===== src/rtl/vga_game_pkg.sv =====
// vga_game_pkg: shared sizes and state encoding for the sprite-layer game logic
package vga_game_pkg;
  localparam int N_ALIENS_DEF = 5;
  localparam int N_MISSLES_DEF = 8;
  localparam int SCORE_W = 16;
  localparam logic [SCORE_W-1:0] POINTS_DEF = 16'd10;
  typedef enum logic [1:0] {IDLE, SCAN, COMMIT} coll_state_t;
endpackage


===== src/rtl/collision_ctrl_if.sv =====
// collision_ctrl_if: sprite overlap inputs and alive/retire/score outputs of the hit controller
interface collision_ctrl_if #(
  parameter int N_ALIENS = 5,
  parameter int N_MISSLES = 8
);
  logic                 video_on;
  logic                 vblank_start;
  logic                 game_restart;
  logic [N_ALIENS-1:0]  alien_active;
  logic [N_MISSLES-1:0] missle_active;
  logic [N_ALIENS-1:0]  alien_alive;
  logic [N_MISSLES-1:0] missle_kill;
  logic [15:0]          score;
  logic                 all_dead;
  logic                 busy;
  modport master (
    output video_on, vblank_start, game_restart, alien_active, missle_active,
    input  alien_alive, missle_kill, score, all_dead, busy
  );
  modport slave (
    input  video_on, vblank_start, game_restart, alien_active, missle_active,
    output alien_alive, missle_kill, score, all_dead, busy
  );
endinterface


===== src/rtl/collision_ctrl_lsb_pick.sv =====
// lsb_pick: index of the lowest set bit of a vector, plus a found flag
module lsb_pick #(
  parameter int W = 8,
  localparam int IW = W > 1 ? $clog2(W) : 1
) (
  input  logic [W-1:0]  vec,
  output logic          found,
  output logic [IW-1:0] idx
);
  always_comb begin
    found = |vec;
    idx = '0;
    for (int i = W - 1; i >= 0; i--) idx = vec[i] ? IW'(i) : idx;
  end
endmodule


===== src/rtl/collision_ctrl.sv =====
// collision_ctrl: captures missile/alien overlaps during video and resolves kills once per frame in vblank
module collision_ctrl
  import vga_game_pkg::*;
#(
  parameter int N_ALIENS = N_ALIENS_DEF,
  parameter int N_MISSLES = N_MISSLES_DEF,
  parameter logic [SCORE_W-1:0] POINTS = POINTS_DEF
) (
  input logic             vga_clk_i,
  input logic             vga_rst_i,
  collision_ctrl_if.slave bus
);
  localparam int MW = N_MISSLES > 1 ? $clog2(N_MISSLES) : 1;
  coll_state_t state, next_state;
  logic [2:0] idx;
  logic [N_ALIENS-1:0][N_MISSLES-1:0] hit;
  logic [N_MISSLES-1:0] used, cand;
  logic found;
  logic [MW-1:0] m;
  logic [19:0] sum;

  function automatic logic [3:0] popcount(input logic [N_MISSLES-1:0] v);
    popcount = '0;
    for (int i = 0; i < N_MISSLES; i++) popcount += 4'(v[i]);
  endfunction

  assign cand = hit[idx] & ~used;

  lsb_pick #(.W(N_MISSLES)) u_pick (.vec(cand), .found(found), .idx(m));

  always_ff @(posedge vga_clk_i)
    state <= (vga_rst_i || bus.game_restart) ? IDLE : next_state;

  always_comb begin
    next_state = state == IDLE ? (bus.vblank_start ? SCAN : IDLE)
               : state == SCAN ? (idx == 3'(N_ALIENS - 1) ? COMMIT : SCAN)
               : IDLE;
    sum = 20'(bus.score) + 20'(popcount(used)) * 20'(POINTS);
  end

  always_ff @(posedge vga_clk_i) begin
    if (vga_rst_i) begin
      bus.alien_alive <= '1;
      bus.missle_kill <= '0;
      bus.score <= '0;
      bus.all_dead <= 1'b0;
      bus.busy <= 1'b0;
      hit <= '0;
      used <= '0;
      idx <= '0;
    end else if (bus.game_restart) begin
      bus.alien_alive <= '1;
      bus.missle_kill <= '0;
      bus.all_dead <= 1'b0;
      bus.busy <= 1'b0;
      hit <= '0;
      used <= '0;
      idx <= '0;
    end else begin
      bus.missle_kill <= '0;
      bus.all_dead <= bus.alien_alive == '0;
      bus.busy <= next_state != IDLE;
      case (state)
        IDLE: begin
          for (int a = 0; a < N_ALIENS; a++)
            if (bus.video_on && bus.alien_active[a] && bus.alien_alive[a])
              hit[a] <= hit[a] | bus.missle_active;
          if (bus.vblank_start) begin
            idx <= '0;
            used <= '0;
          end
        end
        SCAN: begin
          if (found) begin
            bus.alien_alive[idx] <= 1'b0;
            used[m] <= 1'b1;
          end
          idx <= idx + 3'd1;
        end
        default: begin
          bus.missle_kill <= used;
          bus.score <= sum > 20'hFFFF ? 16'hFFFF : sum[15:0];
          hit <= '0;
        end
      endcase
    end
  end
endmodule

===== src/flat_wrapper.sv =====
// flat-port wrapper written by rule: the top's interface ports become plain ports
module collision_ctrl_flat import vga_game_pkg::*;
#(
  parameter int N_ALIENS = N_ALIENS_DEF,
  parameter int N_MISSLES = N_MISSLES_DEF,
  parameter logic [SCORE_W-1:0] POINTS = POINTS_DEF
)
  (vga_clk_i, vga_rst_i, bus_video_on, bus_vblank_start, bus_game_restart, bus_alien_active, bus_missle_active, bus_alien_alive, bus_missle_kill, bus_score, bus_all_dead, bus_busy);
  collision_ctrl_if #(.N_ALIENS(N_ALIENS), .N_MISSLES(N_MISSLES)) bus_i ();
  input logic vga_clk_i;
  input logic vga_rst_i;
  input wire logic [$bits(bus_i.video_on)-1:0] bus_video_on;
  input wire logic [$bits(bus_i.vblank_start)-1:0] bus_vblank_start;
  input wire logic [$bits(bus_i.game_restart)-1:0] bus_game_restart;
  input wire logic [$bits(bus_i.alien_active)-1:0] bus_alien_active;
  input wire logic [$bits(bus_i.missle_active)-1:0] bus_missle_active;
  output wire logic [$bits(bus_i.alien_alive)-1:0] bus_alien_alive;
  output wire logic [$bits(bus_i.missle_kill)-1:0] bus_missle_kill;
  output wire logic [$bits(bus_i.score)-1:0] bus_score;
  output wire logic [$bits(bus_i.all_dead)-1:0] bus_all_dead;
  output wire logic [$bits(bus_i.busy)-1:0] bus_busy;
  assign bus_i.video_on = bus_video_on;
  assign bus_i.vblank_start = bus_vblank_start;
  assign bus_i.game_restart = bus_game_restart;
  assign bus_i.alien_active = bus_alien_active;
  assign bus_i.missle_active = bus_missle_active;
  assign bus_alien_alive = bus_i.alien_alive;
  assign bus_missle_kill = bus_i.missle_kill;
  assign bus_score = bus_i.score;
  assign bus_all_dead = bus_i.all_dead;
  assign bus_busy = bus_i.busy;
  collision_ctrl #(.N_ALIENS(N_ALIENS), .N_MISSLES(N_MISSLES), .POINTS(POINTS)) u_core (.vga_clk_i(vga_clk_i), .vga_rst_i(vga_rst_i), .bus(bus_i));
endmodule

===== config.mk =====
export PLATFORM = sky130hd
export DESIGN_NAME = collision_ctrl_flat
export DESIGN_NICKNAME = d
export VERILOG_FILES = /design/src/rtl/vga_game_pkg.sv /design/src/rtl/collision_ctrl_if.sv /design/src/rtl/collision_ctrl_lsb_pick.sv /design/src/rtl/collision_ctrl.sv /design/src/flat_wrapper.sv
export SDC_FILE = /design/constraint.sdc
export NUM_CORES = 1
export LEC_CHECK = 0
export CAP_MARGIN = 20
export CORE_UTILIZATION = 67
export DETAILED_ROUTE_END_ITERATION = 6
export DONT_BUFFER_PORTS = 1
export PLACE_DENSITY = 0.83
export SLEW_MARGIN = 20
export SYNTH_ARGS = -nofsm -noshare
export SYNTH_HDL_FRONTEND = slang
export SYNTH_SLANG_ARGS = --single-unit

===== constraint.sdc =====
create_clock -name vga_clk_i -period 7.12 [get_ports vga_clk_i]
set_clock_uncertainty 0.05 [all_clocks]
set_input_delay 1.78 -clock vga_clk_i [delete_from_list [all_inputs] [get_ports vga_clk_i]]
set_output_delay 1.78 -clock vga_clk_i [all_outputs]
set_load 0.05 [all_outputs]

==> results.py, run 1 <==
metrics = {
    "power_and_ir_drop": {
        "cellPowerDensity_nw_per_um2": 205,
        "power_frac_comb": 0.047,
        "p_sw_frac": 0.236,
        "switching_power_mw": 0.200,
        "p_leak_nw": 1.48,
        "p_clk_frac": 0.385,
        "intPower_mw": 0.645,
        "p_seq_frac": 0.568,
        "vdd_drop_max_v": 0.000137,
    },
    "placed_design": {
        "detailedPlace.worstSlack_ns": 1.40,
        "dpl.hpwl_mm": 5.89,
        "place.gp.congestion": 0.886,
        "portBuffers": 0,
    },
    "critical_path": {
        "crit_slowest_cell": "nor3_1",
        "cp-end-kind": "register",
        "critical_path.max_stage_delay_ns": 0.77,
        "crit_type": "reg2reg",
        "cp-start-kind": "register",
        "reg2reg_slack_ns": 1.41,
        "path_cells": "ha_1 > inv_1 > fa_1 > fa_1 > fa_1 > fa_1 > inv_1 > ha_1 > ha_1 > ha_1 > a21oi_1 > xor2_1 > ha_1 > a2111oi_0 > o21a_1 > nor3_1 > or3b_2 > o21ai_0",
        "critPathArrivalTime_ns": 5.94,
        "critPathBufInv": 2,
        "path_max_fanout": 11,
        "cp_common_cell": "ha_1",
        "crit_required_ns": 7.35,
        "crit_family": "adder cells",
    },
    "final_layout": {
        "nNetsFinal": 467,
        "area_delta_synth_final_pct": 4.89,
        "layout_common_cells": "84 x dfxtp_1, 60 x nor2_1, 50 x a21oi_1",
        "final_util": 0.741,
        "drive_above_1_share": 0.0901,
        "diodes": 0,
        "final_common_cell": "dfxtp_1",
        "n_fill_cell": 415,
    },
    "logic_synthesis": {
        "synthMuxAreaShare": 0.0413,
        "synth-seq-area-share": 0.427,
        "synth-xor-area-share": 0.0222,
        "synth_ff_type": "dfxtp_1",
        "yosys.area.top_type_share": 0.427,
        "yosysUniqueCellTypes": 64,
        "ys_top_cells_by_area": "dfxtp_1 43%, a21oi_1 6.4%, nor2_1 5.7%",
        "syn-num-nets": 474,
        "syn_area_um2": 3940,
        "synth_top_family_by_area": "compound AO/OA/AOI/OAI gates",
        "netlist_instances": 435,
        "async_flop_share": 0,
        "yosys.area_share.simple": 0.189,
        "ys_warn_count": 0,
        "ys_ff_latch": 84,
        "synth_top_cell_by_area": "dfxtp_1",
        "synth_fa_ha_area_frac": 0.0763,
        "avgSynthCellArea_um2": 9.05,
        "synth_edf_count": 0,
        "synth_compound_area_frac": 0.198,
    },
    "cts": {
        "root_buffer": "clkbuf_8",
        "clkTransAtPathRegs_ns": 0.08,
        "cts_made_buffers": 9,
        "clock_latency_ns": 0.36,
        "cts_setup_buffers": 0,
        "postCtsHoldBufs": 0,
        "htree_levels": 3,
        "clk_path_buf_depth": 2,
        "cts_resized": 0,
        "clock_sinks": 84,
        "tritoncts": "built",
    },
    "timing": {
        "finalSetupViolCount": 0,
        "setup_tns_ns": 0,
        "hold_viol_final": 0,
        "finalWorstSetupSlack_ns": 1.41,
        "min_period_ns": 5.71,
        "worstMarginPinSlew_ns": 0.966,
        "max_slew_margin": 0.351,
        "min_period_over_period": 0.802,
        "clock.fmax_ghz": 0.175,
        "rsz0062_at_grt": "no",
        "drv_slew": 0,
    },
    "global_routing": {
        "grt_pass1_vias": 3053,
        "grtUsageTotal": 0.296,
        "grt_first_pass_wirelength_mm": 14.2,
        "grt_max_degree": 42,
        "grt_antenna_before_repair": 0,
        "grt_overflow": 0,
    },
    "drt": {
        "first_iter_violations": 224,
        "wire_per_inst_um": 16.6,
        "vias": 3169,
        "drc": 0,
        "detail-route-antenna-nets": 0,
        "first_pass_iters": 5,
        "drt-vias-per-instance": 6.28,
        "postRouteWirelength_mm": 8.39,
    },
    "floorplan": {
        "num_rows": 27,
        "die_x_um": 78.7,
        "dieHeight_um": 78.7,
        "pin_count": 49,
        "coreArea_um2": 5570,
        "dieArea_um2": 6190,
        "start_util": 0.706,
    },
    "run_status": {
        "outcome": "complete, no violations",
    },
    "flow_run": {
        "cap_violations": 0,
    },
    "worst_hold_path": {
        "hold_path_class": "reg2reg",
    },
}
-- worst min-delay path, stage by stage, from the launching register on --
cell and delay [ns]:
dfxtp_1 0.33, a21oi_1 0.04, nor2_1 0.07
-- synthesized netlist by cell type (all sizes together), types with 3 or more instances --
master / count
and2: 4
a31oi: 8
nand2b: 5
o21a: 4
dfxtp: 84
ha: 16
o21ai: 13
mux2i: 11
or2: 3
fa: 5
nor2: 60
mux2: 4
nor3: 23
inv: 21
a22o: 6
xnor2: 6
xor2: 4
and3: 6
clkbuf: 11
nand2: 14
buf: 9
nand3b: 4
a21oi: 52
a211oi: 9
nor2b: 12
a31o: 7
-- flip-flops by register name, summed over array words and instances (netlist names) --
name	cells
u_core.bus.all_dead	1
u_core.bus.busy	1
u_core.bus.alien_alive	5
u_core.bus.missle_kill	8
u_core.idx	3
u_core.state	2
u_core.hit	40
u_core.used	8
u_core.bus.score	16
-- per-layer routing --
layer / track usage / wire length (um) / share of wire
met1: 0.398 / 3900 / 0.46
met2: 0.470 / 3900 / 0.47
met3: 0.0500 / 468 / 0.056
met4: 0.117 / 118 / 0.014
met5: 0 / 0 / 0
-- cell families (layout without fill, tap and decap cells) --
family / Yosys count / after routing
flip-flops: 84 / 84
buffers and inverters: 41 / 39
AO/OA/AOI/OAI: 120 / 120
adder cells (fa/ha/maj): 21 / 21
multiplexers: 15 / 15
XOR/XNOR: 10 / 10
AND/OR/NAND/NOR: 144 / 144
-- area by class of cell --
cell class,count,area [um2],share of cell area
Tap cell,72,90.1,0.0218
Timing Repair Buffer,2,15.0,0.00364
Inverter,21,78.8,0.0191
Clock buffer,13,169,0.0409
Sequential cell,84,1680,0.407
Clock inverter,3,20.0,0.00485
Multi-Input combinational cell,310,2080,0.503
-- per-stage QoR --
stage | total power [mW] | instance area [um2] | hold slack (ns) | cells
after floorplan | 0.523 | 3940 | 0.380 | 435
after global placement | 0.528 | 3940 | 0.391 | 489
after detailed placement | 0.530 | 3940 | 0.398 | 489
after CTS | 0.844 | 4130 | 0.424 | 505
after global routing | 0.872 | 4130 | 0.446 | 505
final | 0.845 | 4130 | 0.419 | 505
-- power groups by stage --
| stage | Combinational [mW] | Clock [mW] | Sequential [mW] |
|---|---|---|---|
| after CTS | 0.0394 | 0.325 | 0.480 |
| after detailed placement | 0.0391 | 0 | 0.491 |
| after floorplan | 0.0336 | 0 | 0.490 |
| after global placement | 0.0381 | 0 | 0.490 |
| after global routing | 0.0436 | 0.348 | 0.480 |
| final | 0.0396 | 0.326 | 0.480 |
-- path summary, 6_finish.rpt --
path	from	endpoint	cells after the start
max	u_core.used[0]	u_core.bus.score[11]	18
min	u_core.hit[27]	u_core.hit[27]	2
max reg2reg	u_core.used[0]	u_core.bus.score[11]	18
min reg2reg	u_core.hit[27]	u_core.hit[27]	2
(Power assumes the default switching activity.)
==> inputs of run 2 (changes only) <==
Settings changed: CORE_UTILIZATION 67 to 63, PLACE_DENSITY 0.83 to 0.79.
Clock period 7.12 ns to 6 ns, I/O delays scaled along.
==> run 2 against run 1 <==
Combinational power grew 19%; die area up 6.2%; global-route usage down 1.9 points; critical path depth is 1 higher; design area is 1.1% higher; sequential power is 19% higher; setup slack got worse by 0.70 ns; largest power group unchanged.
==> results.py, run 2 (synthesis gave the netlist of run 1 again) <==
metrics = {
    "run_status": {
        "outcome": "complete, no violations",
    },
    "timing": {
        "finalSetupViolCount": 0,
        "hold_viol_final": 0,
        "clock.fmax_ghz": 0.189,
        "drv_slew": 0,
        "min_period_ns": 5.29,
        "max_slew_margin": 0.478,
        "min_period_over_period": 0.881,
        "rsz0062_at_grt": "no",
        "setup_tns_ns": 0,
        "worstMarginPinSlew_ns": 0.782,
    },
    "critical_path": {
        "crit_type": "reg2reg",
        "path_max_fanout": 11,
        "crit_required_ns": 6.23,
        "cp-start-kind": "register",
        "cp-end-kind": "register",
        "critPathArrivalTime_ns": 5.52,
    },
    "cts": {
        "tritoncts": "built",
        "cts_setup_buffers": 0,
        "cts_made_buffers": 9,
        "cts_resized": 0,
        "clk_path_buf_depth": 2,
        "clock_sinks": 84,
        "root_buffer": "clkbuf_8",
        "postCtsHoldBufs": 0,
        "clock_latency_ns": 0.36,
        "htree_levels": 3,
        "clkTransAtPathRegs_ns": 0.09,
    },
    "drt": {
        "wire_per_inst_um": 16.5,
        "detail-route-antenna-nets": 0,
        "first_iter_violations": 215,
        "first_pass_iters": 5,
        "postRouteWirelength_mm": 8.41,
        "drc": 0,
        "vias": 3154,
        "drt-vias-per-instance": 6.20,
    },
    "final_layout": {
        "regMostFlops": "u_core.hit",
        "n_fill_cell": 465,
        "drive_above_1_share": 0.0945,
        "final_common_cell": "dfxtp_1",
        "area_delta_synth_final_pct": 6.04,
        "nNetsFinal": 468,
        "reg.largest.list": "u_core.hit x40, u_core.bus.score x16",
        "diodes": 0,
        "largest_reg_flops": 40,
        "design_area_um2": 4180,
        "layout_common_cells": "84 x dfxtp_1, 60 x nor2_1, 50 x a21oi_1",
    },
    "placed_design": {
        "dpl.hpwl_mm": 5.99,
        "portBuffers": 0,
        "place_area_um2": 3950,
        "place.gp.congestion": 0.961,
    },
    "power_and_ir_drop": {
        "p_sw_frac": 0.234,
        "vdd_drop_max_v": 0.000214,
        "power_frac_comb": 0.044,
        "p_seq_frac": 0.533,
        "intPower_mw": 0.817,
        "p_clk_frac": 0.422,
        "switching_power_mw": 0.250,
        "cellPowerDensity_nw_per_um2": 256,
        "p_leak_nw": 1.49,
    },
    "floorplan": {
        "die_x_um": 81.1,
        "coreArea_um2": 5990,
        "dieArea_um2": 6570,
        "num_rows": 28,
        "pin_count": 49,
        "start_util": 0.657,
        "dieHeight_um": 81.1,
    },
    "global_routing": {
        "grt_pass1_vias": 2877,
        "grt_max_degree": 42,
        "grtUsageTotal": 0.277,
        "grt_antenna_before_repair": 0,
        "grt_overflow": 0,
        "grt_first_pass_wirelength_mm": 13.6,
    },
    "flow_run": {
        "cap_violations": 0,
    },
    "worst_hold_path": {
        "hold_path_class": "reg2reg",
    },
}
==> run 2: worst max-delay path, stage by stage, from the launching register on <==
cell       delay [ns]
dfxtp_1          0.36
ha_1             0.29
inv_1            0.04
fa_1             0.50
fa_1             0.43
fa_1             0.42
fa_1             0.55
inv_1            0.08
ha_1             0.27
ha_1             0.23
ha_1             0.18
a21oi_1          0.14
xor2_1           0.18
ha_1             0.27
a2111oi_0        0.14
o21a_1           0.15
nor3_1           0.17
buf_4            0.19
or3b_2           0.47
o21ai_0          0.09
==> run 2: layout make-up <==
cell class / count / area [um2] / share of cell area
Multi-Input combinational cell: 310 / 2080 / 0.497
Clock buffer: 9 / 124 / 0.0297
Sequential cell: 84 / 1680 / 0.403
Inverter: 21 / 78.8 / 0.0189
Tap cell: 75 / 93.8 / 0.0225
Clock inverter: 7 / 98.8 / 0.0237
Timing Repair Buffer: 3 / 22.5 / 0.00539
==> run 2: power by group through the flow <==
stage	Sequential, mW	Clock (mW)	Combinational (mW)
floorplan	0.581	0	0.0399
global placement	0.582	0	0.0457
detailed placement	0.582	0	0.0464
CTS	0.569	0.454	0.0466
global route	0.570	0.478	0.0516
finish	0.569	0.451	0.0471
==> run 2: layer usage <==
metal	up-vias	global-route usage	part of all wire
li1	1532	-	-
met1	1503	0.367	0.44
met2	104	0.424	0.47
met3	15	0.0843	0.064
met4	0	0.100	0.019
met5	-	0	0
==> run 2: final timing paths <==
kind              slack, ns  depth (start not counted)            from                    to
hold reg to reg        0.42                          2   u_core.hit[0]         u_core.hit[0]
setup / recovery       0.71                         19  u_core.used[0]  u_core.bus.score[13]
hold / removal         0.42                          2   u_core.hit[0]         u_core.hit[0]
setup reg to reg       0.71                         19  u_core.used[0]  u_core.bus.score[13]
==> run 2: stage by stage <==
step                       util  setup slack [ns]  power, mW  hold WS, ns  cells
after global routing      0.697             0.372       1.10        0.443    509
final                     0.697             0.711       1.07        0.419    509
after CTS                 0.697             0.726       1.07        0.421    509
after detailed placement  0.660             0.771      0.629        0.400    493
after global placement    0.660             0.936      0.628        0.394    493
after floorplan               -              1.13      0.621        0.380    435
